<file path="src/rtl/cv32e40p_apu_dispatcher.sv">
// Routes one core APU port to NUM_UNITS units; tag FIFO + per-unit result buffers restore issue order.
// Grant is combinational; a result reaches the core one cycle after capture; back-pressure is the grant held while DEPTH ops are outstanding.

module cv32e40p_apu_fifo #(
    parameter int W     = 8,
    parameter int DEPTH = 4
) (
    input  logic                   clk_i,
    input  logic                   rst_ni,
    input  logic                   i_push,
    input  logic [W-1:0]           i_dat,
    input  logic                   i_pop,
    output logic [W-1:0]           o_dat,
    output logic                   o_empty,
    output logic [$clog2(DEPTH):0] o_cnt
);
    localparam int AW = $clog2(DEPTH);

    logic [W-1:0]  r_mem [DEPTH];
    logic [AW-1:0] r_wptr;
    logic [AW-1:0] r_rptr;
    logic [AW:0]   r_cnt;

    // Storage is not reset; pointers and count define validity.
    always_ff @(posedge clk_i) begin
        if (i_push) begin
            r_mem[r_wptr] <= i_dat;
        end
    end

    always_ff @(posedge clk_i or negedge rst_ni) begin
        if (!rst_ni) begin
            r_wptr <= '0;
            r_rptr <= '0;
            r_cnt  <= '0;
        end else begin
            if (i_push) begin
                r_wptr <= r_wptr + 1'b1;
            end
            if (i_pop) begin
                r_rptr <= r_rptr + 1'b1;
            end
            r_cnt <= r_cnt + {{AW{1'b0}}, i_push} - {{AW{1'b0}}, i_pop};
        end
    end

    assign o_dat   = r_mem[r_rptr];
    assign o_empty = (r_cnt == '0);
    assign o_cnt   = r_cnt;
endmodule

module cv32e40p_apu_dispatcher #(
    parameter int  NUM_UNITS = 2,
    parameter int  DEPTH     = 4,
    parameter int  NARGS     = 3,
    parameter int  WOP       = 6,
    parameter int  NDSFLAGS  = 15,
    parameter int  NUSFLAGS  = 5,
    localparam int SEL_W     = (NUM_UNITS > 1) ? $clog2(NUM_UNITS) : 1
) (
    input  logic                            clk_i,
    input  logic                            rst_ni,
    input  logic                            apu_req_i,
    output logic                            apu_gnt_o,
    input  logic [SEL_W-1:0]                apu_unit_i,
    input  logic [NARGS*32-1:0]             apu_operands_i,
    input  logic [WOP-1:0]                  apu_op_i,
    input  logic [NDSFLAGS-1:0]             apu_flags_i,
    output logic                            apu_rvalid_o,
    output logic [31:0]                     apu_rdata_o,
    output logic [NUSFLAGS-1:0]             apu_rflags_o,
    output logic [NUM_UNITS-1:0]            unit_req_o,
    input  logic [NUM_UNITS-1:0]            unit_gnt_i,
    output logic [NARGS*32-1:0]             unit_operands_o,
    output logic [WOP-1:0]                  unit_op_o,
    output logic [NDSFLAGS-1:0]             unit_flags_o,
    input  logic [NUM_UNITS-1:0]            unit_rvalid_i,
    input  logic [NUM_UNITS*32-1:0]         unit_rdata_i,
    input  logic [NUM_UNITS*NUSFLAGS-1:0]   unit_rflags_i,
    output logic                            busy_o,
    output logic                            err_o
);
    localparam int             CW = $clog2(DEPTH) + 1;
    localparam int             RW = 32 + NUSFLAGS;
    localparam int             TW = SEL_W + 1;
    localparam logic [SEL_W:0] NU = (SEL_W + 1)'(NUM_UNITS);

    logic                 w_sel_vld;
    logic                 w_full;
    logic                 w_req;
    logic                 w_unit_gnt;
    logic                 w_pop;
    logic                 w_head_rdy;
    logic                 w_tag_empty;
    logic [TW-1:0]        w_tag_in;
    logic [TW-1:0]        w_tag_head;
    logic [CW-1:0]        w_cnt;
    logic [RW-1:0]        w_head_dat;
    logic [NUM_UNITS-1:0] w_unit_req;
    logic [NUM_UNITS-1:0] w_head_sel;
    logic [NUM_UNITS-1:0] w_buf_pop;
    logic [NUM_UNITS-1:0] w_buf_empty;
    logic [NUM_UNITS-1:0] w_cap;
    logic [RW-1:0]        w_buf_dat [NUM_UNITS];
    logic [CW-1:0]        w_buf_cnt [NUM_UNITS];
    logic [CW-1:0]        r_out     [NUM_UNITS];
    logic                 r_err;

    assign w_sel_vld = ({1'b0, apu_unit_i} < NU);
    assign w_full    = (w_cnt == CW'(DEPTH));
    assign w_req     = apu_req_i & ~w_full;

    always_comb begin
        w_unit_req = '0;
        for (int k = 0; k < NUM_UNITS; k++) begin
            w_unit_req[k] = w_req & w_sel_vld & (apu_unit_i == SEL_W'(k));
        end
    end

    assign w_unit_gnt = |(w_unit_req & unit_gnt_i);
    // Out-of-range selects are accepted locally and answered with a zero result.
    assign apu_gnt_o  = w_sel_vld ? w_unit_gnt : w_req;
    assign unit_req_o = w_unit_req;
    assign w_tag_in   = {~w_sel_vld, apu_unit_i};

    cv32e40p_apu_fifo #(.W(TW), .DEPTH(DEPTH)) u_tag_fifo (
        .clk_i   (clk_i),
        .rst_ni  (rst_ni),
        .i_push  (apu_gnt_o),
        .i_dat   (w_tag_in),
        .i_pop   (w_pop),
        .o_dat   (w_tag_head),
        .o_empty (w_tag_empty),
        .o_cnt   (w_cnt)
    );

    always_comb begin
        w_cap = '0;
        for (int k = 0; k < NUM_UNITS; k++) begin
            w_cap[k] = unit_rvalid_i[k] & (r_out[k] > w_buf_cnt[k]);
        end
    end

    for (genvar k = 0; k < NUM_UNITS; k++) begin : g_buf
        cv32e40p_apu_fifo #(.W(RW), .DEPTH(DEPTH)) u_res_fifo (
            .clk_i   (clk_i),
            .rst_ni  (rst_ni),
            .i_push  (w_cap[k]),
            .i_dat   ({unit_rdata_i[k*32 +: 32], unit_rflags_i[k*NUSFLAGS +: NUSFLAGS]}),
            .i_pop   (w_buf_pop[k]),
            .o_dat   (w_buf_dat[k]),
            .o_empty (w_buf_empty[k]),
            .o_cnt   (w_buf_cnt[k])
        );
    end

    always_comb begin
        w_head_rdy = w_tag_head[SEL_W];
        w_head_dat = '0;
        w_head_sel = '0;
        for (int k = 0; k < NUM_UNITS; k++) begin
            if (!w_tag_head[SEL_W] && (w_tag_head[SEL_W-1:0] == SEL_W'(k))) begin
                w_head_sel[k] = 1'b1;
                w_head_rdy    = ~w_buf_empty[k];
                w_head_dat    = w_buf_dat[k];
            end
        end
    end

    assign w_pop        = ~w_tag_empty & w_head_rdy;
    assign w_buf_pop    = w_head_sel & {NUM_UNITS{w_pop}};
    assign apu_rvalid_o = w_pop;
    assign apu_rdata_o  = w_pop ? w_head_dat[RW-1:NUSFLAGS] : '0;
    assign apu_rflags_o = w_pop ? w_head_dat[NUSFLAGS-1:0] : '0;

    // r_out counts granted-but-unreturned ops per unit, including buffered ones.
    always_ff @(posedge clk_i or negedge rst_ni) begin
        if (!rst_ni) begin
            for (int k = 0; k < NUM_UNITS; k++) begin
                r_out[k] <= '0;
            end
            r_err <= 1'b0;
        end else begin
            for (int k = 0; k < NUM_UNITS; k++) begin
                r_out[k] <= r_out[k] + CW'(w_unit_req[k] & unit_gnt_i[k]) - CW'(w_buf_pop[k]);
            end
            if ((apu_gnt_o & ~w_sel_vld) | (|(unit_rvalid_i & ~w_cap))) begin
                r_err <= 1'b1;
            end
        end
    end

    assign busy_o          = (w_cnt != '0);
    assign err_o           = r_err;
    assign unit_operands_o = apu_operands_i;
    assign unit_op_o       = apu_op_i;
    assign unit_flags_o    = apu_flags_i;
endmodule
</file>
<file path="config.mk">
export PLATFORM = sky130hd
export DESIGN_NAME = cv32e40p_apu_dispatcher
export DESIGN_NICKNAME = d
export VERILOG_FILES = /design/src/rtl/cv32e40p_apu_dispatcher.sv
export SDC_FILE = /design/constraint.sdc
export NUM_CORES = 1
export LEC_CHECK = 0
export CELL_PAD_IN_SITES_DETAIL_PLACEMENT = 1
export CELL_PAD_IN_SITES_GLOBAL_PLACEMENT = 1
export CORE_MARGIN = 5
export CORE_UTILIZATION = 38
export CTS_BUF_LIST = sky130_fd_sc_hd__clkbuf_16
export CTS_CLUSTER_SIZE = 8
export DETAILED_ROUTE_END_ITERATION = 6
export PLACE_DENSITY = 0.77
export SETUP_SLACK_MARGIN = 0.05
export SLEW_MARGIN = 40
export SYNTH_ARGS = -nofsm -noshare
export SYNTH_HDL_FRONTEND = slang
export SYNTH_SLANG_ARGS = --single-unit
</file>
<file path="constraint.sdc">
create_clock -name clk_i -period 5.2 [get_ports clk_i]
set_input_delay 0.78 -clock clk_i [delete_from_list [all_inputs] [get_ports clk_i]]
set_output_delay 0.78 -clock clk_i [all_outputs]
set_load 0.02 [all_outputs]
</file>
[After elaboration in Yosys (flattened, before gate mapping)]
Memories as Yosys holds them, arrays and structs flattened.
Index checks and enable logic that the tools add are counted.
Cells by class
  multiplexer cells: 14
  eq/ne operators: 1
  $add $sub $neg: 16
  reductions and logical operators: 9
  order comparisons: 2
  bitwise operators: 18
Operators with widths (number)
  37-bit 2-to-1 mux: 2
  32-bit 2-to-1 mux: 1
  3-bit by 1-bit adder with 3-bit output: 5
  3-bit by 1-bit subtractor with 3-bit output: 5
  2-bit by 1-bit adder with 2-bit output (second input constant): 6
  1-bit 2-to-1 mux: 10
  3-bit zero test: 3
  1-bit AND: 8
  2-bit AND: 3
  3-bit > comparator: 2
  1-bit inverter: 6
  5-bit 2-to-1 mux: 1
  2-bit OR reduction: 2
  3-bit equality test (second input constant): 1
  3-bit nonzero test: 1
  1-bit logical AND: 2
  2-bit inverter: 1
  1-bit zero test (first input constant): 1
Storage, ports and cells
  logic and storage cells: 75
  bits of input ports: 199
  bits in writable memories: 300
  output and inout bits: 160
  memories kept: 3
  register bits: 28
Memories
  g_buf[0].u_res_fifo.r_mem: words 4, bits a word 37, rd ports 1, clocked after memory_dff 0, write ports 1, line 19  | logic [W-1:0] r_mem [DEPTH];
  g_buf[1].u_res_fifo.r_mem: words 4, bits a word 37, rd ports 1, clocked after memory_dff 0, write ports 1, line 19
  u_tag_fifo.r_mem: words 4, bits a word 1, rd ports 1, clocked after memory_dff 0, write ports 1, line 19

[Logic depth before layout (Yosys ltp)]
Gate-level depths: netlist (run 1).
  word-level depth: 8
  gate-level depth with buffers: 13
  mapped depth without buffers: 13

[Cells and area by module]
From an unflattened synthesis (run 1), not the netlist that was laid out.
Second synthesis, totals
  cell total of the unflattened synthesis: 726
  area total of the unflattened synthesis: 14024.7 µm²
By module, submodules not included
  cv32e40p_apu_fifo at g_buf[0].u_res_fifo ...: instances 2, seq. area each 4619.4 µm², cells an instance 226, area each 5713.0 µm²
  cv32e40p_apu_dispatcher: instances 1, seq. area each 175.2 µm², cells an instance 231, area each 1926.8 µm²
  cv32e40p_apu_fifo at u_tag_fifo: instances 1, seq. area each 415.4 µm², cells an instance 43, area each 671.9 µm²

[Worst setup path after synthesis (run 1)]
Ideal clock, no wire load.
  path type: register to register
  start point: register g_buf[1].u_res_fifo.r_cnt[1]
  end point: memory g_buf[1].u_res_fifo.r_mem[0][0] (netlist bit), enable pin
  library setup time: 0.398 ns
  data arrival time: 2.315 ns
  path buffers: 0
  required time: 4.802 ns
  setup slack: 2.487 ns
  clock period less this slack: 2.713 ns
  stages on the path, launching flop included: 7
  cell sequence: dfrtp_1 > inv_1 > ha_1 > nor2b_1 > o21ai_0 > a211oi_2 > and2_1
On the way
  word-level cells in the longest chain between the ends: 4
Ends and longest elaborated chain
  start: declaration: line 22  | logic [AW:0] r_cnt;
  start signal: assignment: line 43  | r_cnt <= r_cnt + {{AW{1'b0}}, i_push} - {{AW{1'b0}}, i_pop};
  3-bit > comparator: line 140  | w_cap[k] = unit_rvalid_i[k] & (r_out[k] > w_buf_cnt[k]);
  1-bit AND: line 140
  1-bit 2-to-1 mux: line 26  | if (i_push) begin
  1-bit 2-to-1 mux (not written as such): line 27  | r_mem[r_wptr] <= i_dat;
  end: declaration: line 19
Every way passes these cells.

[Worst setup path in the final report (run 1)]
  start point: register u_tag_fifo.r_rptr[0]
  end point: output port apu_rdata_o[18]
On the way
  word-level cells in the longest chain between the ends: 7
  elaborated cells between the ends (all ways): 10
  those cells by class: mux (5); bitwise (2); reduce/logical (2); memory (1)
Ends and longest elaborated chain
  start: declaration: line 21  | logic [AW-1:0] r_rptr;
  start signal: assignment: line 41  | r_rptr <= r_rptr + 1'b1;
  memory read 4 x 1 bit (*)
  1-bit inverter: line 162  | if (!w_tag_head[SEL_W] && (w_tag_head[SEL_W-1:0] == SEL_W'(k))) begin
  1-bit logical AND: line 162
  1-bit 2-to-1 mux (2 in series): line 162
  1-bit AND: line 170  | assign w_pop = ~w_tag_empty & w_head_rdy;
  32-bit 2-to-1 mux (*): line 173  | assign apu_rdata_o = w_pop ? w_head_dat[RW-1:NUSFLAGS] : '0;
  end: declaration: line 70  | output logic [31:0] apu_rdata_o,
Every way passes the cells marked *; elsewhere a longest branch is shown, timed or not.

==> results by group, run 1 <==
Run status
  – Status: completed

Power and ir drop
  – Switching share of power: 34.3%
  – Static leakage: 5.55 nW
  – P per Cell Area: 652 mW/mm2
  – Total power draw: 0.0105 W
  – Clk network pwr share: 24.7%
  – Sequential power share: 37.9%
  – Logic pwr share: 37.4%
  – Int Power: 0.00692 W
  – Sw power: 0.00361 W
  – Peak VDD IR: 524 uV

Layout
  – Most common cell after layout, fill and taps aside: edfxtp_1
  – Commonest non-fill, non-tap cells in the layout: 300 x edfxtp_1, 124 x clkdlybuf4s50_1, 77 x nand2_1
  – Final core occ: 44.3%
  – Layout area overhead: 15.4%
  – Non-Filler Instances: 1312
  – Post-layout nets: 1056
  – Layout cells sized above 1: 18.5%

Setup path
  – Setup Crit Path Kind: reg2out
  – CP Capture Type: primary output
  – Type of origin of the critical path: flop
  – Critical Path RT: 4.42 ns
  – Reg2Reg Depth: 10
  – Critical Path AT: 3.30 ns
  – Buf+Inv Stages, Crit Path: 2
  – Reg2reg end: u_tag_fifo.o_cnt[2]$_DFF_PN0_
  – CP Max Fanout: 50
  – Critical Path Max Stage Delay: 0.72 ns
  – Critical-path top delay cell: mux4_2
  – CP top delay family: buffers and inverters
  – Crit-path cells: mux4_2 > buf_4 > nand2_1 > o22ai_1 > clkdlybuf4s50_1
  – R2R Setup Slk: 2.01 ns
  – Reg-to-Reg Start: u_tag_fifo.r_rptr[0]$_DFFE_PN0P_

CTS
  – H-tree depth: 2
  – Clk Latency, worst-skew pair: 0.53 ns
  – CTS clock-pin slew for the worst setup and hold paths: 0.05 ns
  – Deepest clock path buffer count: 3
  – CTS tree: built
  – Hold_buf cts: 0
  – Root cell of the clock tree: clkbuf_16
  – CTS buffer count: 46
  – Post-CTS Setup Bufs: 0
  – Total clock sinks: 328
  – PostCTS Resize Cnt: 0

Global routing
  – Largest net degree at the start of global routing: 51
  – Total GRT Usage: 16.3%
  – Remaining Overflow, GRT: 0
  – Initial antenna violation count: 4
  – Vias in the first global route: 7640
  – First-pass GRT wire length: 49800 um

Drt
  – Drt pass-1 iters: 4
  – ANT nets after route: 0
  – Final wirelength: 33900 um
  – Vias per cell: 5.16
  – DR DRC count: 0
  – Vias: 6775
  – Number of DRC markers in iteration 0: 312
  – Drt wl/cell: 25.8 um

Placement
  – Number of port buffers: 124
  – Placed Cells: 1244
  – Routability Congestion: 0.698
  – Post-Place Worst Slack: 1.72 ns
  – Final HPWL DP: 23300 um

Synth
  – Post-Syn Nets: 1024
  – Sequential fraction of the synthesis area: 69.4%
  – Ys Warns: 0
  – Syn Std Cell Area: 0.0140 mm2
  – Synthesized flop and latch total: 328
  – Synth cell types: 33
  – Mapped Cells: 792
  – Mapped Avg Cell Area: 17.7 um2

Timing
  – Fmax: 245 MHz
  – Period utilization: 78.4%
  – Setup TNS: 0 ns
  – Worst slew pin tran: 0.643 ns
  – Unrepaired setup endpoints after global routing: no
  – Final setup violation count: 0
  – Fin crit period: 4.08 ns
  – Endpoints failing hold: 0
  – Post-route setup slack: 1.12 ns
  – Final max-slew violation count: 0
  – Clock skew: 0.0168 ns
  – Slew HR: 57.1%

Hold path
  – Min-Delay Startpoint: u_tag_fifo.r_rptr[1]$_DFFE_PN0P_
  – Worst Hold Depth: 1
  – Hold EP: u_tag_fifo.r_rptr[1]$_DFFE_PN0P_
  – HP Class: reg2reg

Die
  – Die H: 202 um
  – Die W: 202 um
  – Core ar.: 0.0364 mm2
  – Starting Density: 38.4%
  – Die area: 0.0408 mm2
  – Io pins: 359
  – Row Count: 70

Run
  – Max-cap violation count: 0
[layer usage]
metal	wire, um	vias to the layer above	track usage, %
met1	11800	3457	17.9
met3	2490	99	5.04
met2	18500	254	29.9
met4	1050	8	5.52
met5	60	-	0
li1	-	2957	-
[how the worst max path moves through the flow]
stage / from / end / slack (ns) / depth (start not counted)
floorplan: g_buf[1].u_res_fifo.o_cnt[1]$_DFF_PN0_ / g_buf[1].u_res_fifo.r_mem[0][0]$_DFFE_PP_ / 2.49 / 6
global placement: g_buf[0].u_res_fifo.r_rptr[0]$_DFFE_PN0P_ / apu_rdata_o[22] / 1.67 / 5
detailed placement: u_tag_fifo.r_rptr[0]$_DFFE_PN0P_ / apu_rdata_o[3] / 1.72 / 5
CTS: u_tag_fifo.r_rptr[0]$_DFFE_PN0P_ / apu_rdata_o[18] / 1.09 / 5
global route: u_tag_fifo.r_rptr[0]$_DFFE_PN0P_ / apu_rdata_o[3] / 0.94 / 5
finish: u_tag_fifo.r_rptr[0]$_DFFE_PN0P_ / apu_rdata_o[18] / 1.12 / 5
[kinds of logic (layout without fill, tap and decap cells)]
group           after synthesis  count (layout)  share of synthesized area (%)
simple gates                104             104                           3.38
other cells                   0               2                              0
xor+xnor                     19              19                           1.19
mux                          78              78                           12.3
fa+ha+maj                    33              33                           3.22
compound gates               47              47                           2.24
flops                       328             328                           69.4
buf+inv                     183             233                           8.25
[worst register-to-register path: stages, from the launching register on]
cell and delay, ns:
dfrtp_1 0.39, mux4_2 0.79, nor3_4 0.49, or2_4 0.23, ha_1 0.23, inv_1 0.06, ha_1 0.13, inv_1 0.05
fa_1 0.40, xnor2_1 0.19, xnor2_1 0.14
[final cells by class]
type                            instances  area (um2)
Timing Repair Buffer                  131        1290
Sequential cell                       328        9720
Multi-Input combinational cell        281        3160
Fill cell                            3448       20300
Tap cell                              468         586
Antenna cell                            2        5.00
Clock inverter                         20        97.6
Inverter                               36         135
Clock buffer                           46        1150
[registers in the layout (all words and copies together), names as in the netlist]
name and count:
err_o 1, g_buf.u_res_fifo.o_cnt 6, g_buf.u_res_fifo.r_mem 296, g_buf.u_res_fifo.r_rptr 4, g_buf.u_res_fifo.r_wptr 4, r_out 6, u_tag_fifo.o_cnt 3, u_tag_fifo.r_mem 4
u_tag_fifo.r_rptr 2, u_tag_fifo.r_wptr 2
[cell usage after synthesis, drive strengths merged]
cell type  count  area, um2
buf          135        973
fa             5        100
nor3           3       31.3
or3b           1       8.76
inv           36        135
a211oi         2       25.0
and2          12       75.1
nand2         78        295
mux4          75       1690
xor2           4       35.0
dfrtp         28        701
and3           3       18.8
nand4b         1       8.76
nor2b          2       12.5
o221ai         1       8.76
or2            1       8.76
o22ai         37        231
ha            28        350
clkbuf        12       45.0
mux2           3       33.8
a21oi          2       10.0
o311a          1       11.3
nand4          1       6.26
o21ai          3       15.0
edfxtp       300       9010
nor2           2       7.51
o31ai          1       12.5
xnor2         15        131
[stage by stage]
step / instance area (um2) / hold slack [ns]
CTS: 16100 / 0.489
floorplan: 14000 / 0.454
global placement: 14900 / 0.463
detailed placement: 14900 / 0.480
finish: 16200 / 0.491
global route: 16100 / 0.513
[power groups by stage]
stage	logic, W	registers, W	clock network, W
2_1_floorplan	0.00284	0.00372	0
3_3_place_gp	0.00390	0.00401	0
3_5_place_dp	0.00400	0.00405	0
4_1_cts	0.00404	0.00401	0.00265
5_1_grt	0.00428	0.00406	0.00279
6_report	0.00394	0.00399	0.00260
(Power assumes the default switching activity.)
==> run 2, diff against run 1 <==
--- a/config.mk
+++ b/config.mk
@@ -8,11 +8,11 @@
 export CELL_PAD_IN_SITES_DETAIL_PLACEMENT = 1
 export CELL_PAD_IN_SITES_GLOBAL_PLACEMENT = 1
 export CORE_MARGIN = 5
-export CORE_UTILIZATION = 38
+export CORE_UTILIZATION = 37
 export CTS_BUF_LIST = sky130_fd_sc_hd__clkbuf_16
 export CTS_CLUSTER_SIZE = 8
 export DETAILED_ROUTE_END_ITERATION = 6
-export PLACE_DENSITY = 0.77
+export PLACE_DENSITY = 0.78
 export SETUP_SLACK_MARGIN = 0.05
 export SLEW_MARGIN = 40
 export SYNTH_ARGS = -nofsm -noshare
==> constraint.sdc (replaced) <==
create_clock -name clk_i -period 3.5 [get_ports clk_i]
set_input_delay 0.525 -clock clk_i [delete_from_list [all_inputs] [get_ports clk_i]]
set_output_delay 0.525 -clock clk_i [all_outputs]
set_load 0.02 [all_outputs]
==> results by group, run 2 (synthesized netlist as in run 1, its figures left out) <==
Hold path
  – HP Class: in2async (was reg2reg)

Drt
  – Vias: 6837 (was 6775)
  – Drt pass-1 iters: 4 (unchanged)
  – ANT nets after route: 0 (unchanged)
  – Number of DRC markers in iteration 0: 389 (was 312)
  – Drt wl/cell: 24.4 um (was 25.8 um)
  – Vias per cell: 4.99 (was 5.16)
  – DR DRC count: 0 (unchanged)
  – Final wirelength: 33400 um (was 33900 um)

CTS
  – Hold_buf cts: 0 (unchanged)
  – CTS buffer count: 46 (unchanged)
  – Root cell of the clock tree: clkbuf_16 (unchanged)
  – Total clock sinks: 328 (unchanged)
  – H-tree depth: 2 (unchanged)
  – CTS tree: built (unchanged)
  – CTS clock-pin slew for the worst setup and hold paths: 0.05 ns (about the same)
  – Deepest clock path buffer count: 3 (unchanged)
  – Clk Latency, worst-skew pair: 0.53 ns (about the same)
  – Post-CTS Setup Bufs: 0 (unchanged)

Layout
  – Layout cells sized above 1: 19.5% (was 18.5%)
  – Largest register FFs: 296 (unchanged)
  – Design Area, Final: 0.0164 mm2 (was 0.0162 mm2)
  – Most common cell after layout, fill and taps aside: edfxtp_1 (unchanged)
  – Largest register by flop count: g_buf.u_res_fifo.r_mem (unchanged)
  – Post-layout nets: 1073 (was 1056)
  – Layout area overhead: 17.0% (was 15.4%)
  – Commonest non-fill, non-tap cells in the layout: 300 x edfxtp_1, 122 x clkdlybuf4s50_1, 77 x nand2_1 (was 300 x edfxtp_1, 124 x clkdlybuf4s50_1, 77 x nand2_1)
  – Fillers: 3633 (was 3448)

Setup path
  – Setup Crit Path Kind: reg2out (unchanged)
  – Type of origin of the critical path: flop (unchanged)
  – CP Max Fanout: 74 (was 50)
  – Critical Path RT: 2.97 ns (was 4.42 ns)
  – Critical Path AT: 2.86 ns (was 3.30 ns)
  – CP Capture Type: primary output (unchanged)

Placement
  – Final HPWL DP: 23200 um (was 23300 um)
  – Dpl cell area: 0.0151 mm2 (was 0.0149 mm2)
  – Routability Congestion: 0.729 (was 0.698)
  – Number of port buffers: 124 (unchanged)

Global routing
  – GR peak layer: met2 (unchanged)
  – Vias in the first global route: 7570 (was 7640)
  – Largest net degree at the start of global routing: 75 (was 51)
  – Total GRT Usage: 15.8% (was 16.3%)
  – GR Util met3: 5.40% (was 5.04%)
  – Initial antenna violation count: 3 (was 4)
  – M2 GR Usage: 28.4% (was 29.9%)
  – First-pass GRT wire length: 48900 um (was 49800 um)
  – Met1 usage: 17.6% (was 17.9%)
  – Remaining Overflow, GRT: 0 (unchanged)

Die
  – Die W: 204 um (was 202 um)
  – Io pins: 359 (unchanged)
  – Core ar.: 0.0375 mm2 (was 0.0364 mm2)
  – Die area: 0.0418 mm2 (was 0.0408 mm2)
  – Die H: 204 um (was 202 um)
  – Starting Density: 37.3% (was 38.4%)
  – Row Count: 71 (was 70)

Power and ir drop
  – Static leakage: 5.67 nW (was 5.55 nW)
  – Peak VDD IR: 551 uV (was 524 uV)
  – P per Cell Area: 969 mW/mm2 (was 652 mW/mm2)

Timing
  – Endpoints failing hold: 0 (unchanged)
  – Final max-slew violation count: 0 (unchanged)
  – Final setup violation count: 0 (unchanged)
  – Fin crit period: 3.39 ns
  – Worst slew pin tran: 0.690 ns (was 0.643 ns)
  – Setup TNS: 0 ns (unchanged)
  – Slew HR: 54.0% (was 57.1%)
  – Period utilization: 96.7%
  – Fmax: 295 MHz
  – Unrepaired setup endpoints after global routing: yes (was no)
  – Clock skew: 0.00988 ns (was 0.0168 ns)

Run status
  – Status: completed (unchanged)

Run
  – Max-cap violation count: 0 (unchanged)
run 2: worst max-delay path, cell delays in order (launching register included):
cell	delay (ns)
dfrtp_1	0.41
mux4_2	0.43
buf_12	0.29
nand2_1	0.09
o22ai_1	0.36
clkdlybuf4s50_1	0.71
run 2: through the flow:
stage | worst slack (ns) | power (W) | utilization [%] | hold WS (ns) | instances
2_1_floorplan | 0.787 | 0.00975 | - | 0.229 | 792
3_3_place_gp | 0.604 | 0.0120 | 40.3 | 0.464 | 1304
3_5_place_dp | 0.458 | 0.0122 | 40.3 | 0.479 | 1304
4_1_cts | 0.0651 | 0.0161 | 43.6 | 0.419 | 1367
5_1_grt | 0.0169 | 0.0168 | 43.7 | 0.436 | 1369
6_report | 0.114 | 0.0159 | 43.7 | 0.420 | 1369
run 2: report_power, final:
part / leakage [nW] / total (W) / switching (W) / internal [W]
sequential: 3.04 / 0.00565 / 0.000395 / 0.00525
clock: 0.663 / 0.00384 / 0.00151 / 0.00233
combinational: 1.96 / 0.00638 / 0.00354 / 0.00285
run 2: routing by layer:
metal	wire [um]	vias up
met2	17900	286
li1	-	2978
met4	851	2
met5	19	-
met3	2740	96
met1	11800	3475
run 2: final cells by class:
| cell class | count | area (um2) | area share [%] |
|---|---|---|---|
| diodes | 2 | 5.00 | 0.0306 |
| clock buffers | 46 | 1150 | 7.03 |
| multi-input cells | 281 | 3150 | 19.3 |
| flip-flops and latches | 328 | 9720 | 59.3 |
| well taps | 511 | 639 | 3.90 |
| inverters | 36 | 135 | 0.825 |
| clock inverters | 17 | 92.6 | 0.565 |
| repair buffers | 148 | 1480 | 9.04 |
run 2: worst paths after layout:
path	start	to	slack [ns]	cells after the start
setup reg to reg	g_buf[1].u_res_fifo.o_cnt[1]$_DFF_PN0_	g_buf[1].u_res_fifo.o_cnt[2]$_DFF_PN0_	0.45	13
max in group asynchronous	rst_ni	g_buf[0].u_res_fifo.r_rptr[0]$_DFFE_PN0P_	2.74	2
min in group clk_i	u_tag_fifo.r_rptr[1]$_DFFE_PN0P_	u_tag_fifo.r_rptr[1]$_DFFE_PN0P_	0.49	1
hold reg to reg	u_tag_fifo.r_rptr[1]$_DFFE_PN0P_	u_tag_fifo.r_rptr[1]$_DFFE_PN0P_	0.49	1
setup / recovery	u_tag_fifo.r_rptr[0]$_DFFE_PN0P_	apu_rdata_o[0]	0.11	5
hold / removal	rst_ni	r_out[2]$_DFF_PN0_	0.42	2
run 2: repair_timing:
item                                    4_1_cts  5_1_grt
resized for setup                             1        6
pin swaps                                     0        0
endpoints found under the setup margin        7       20
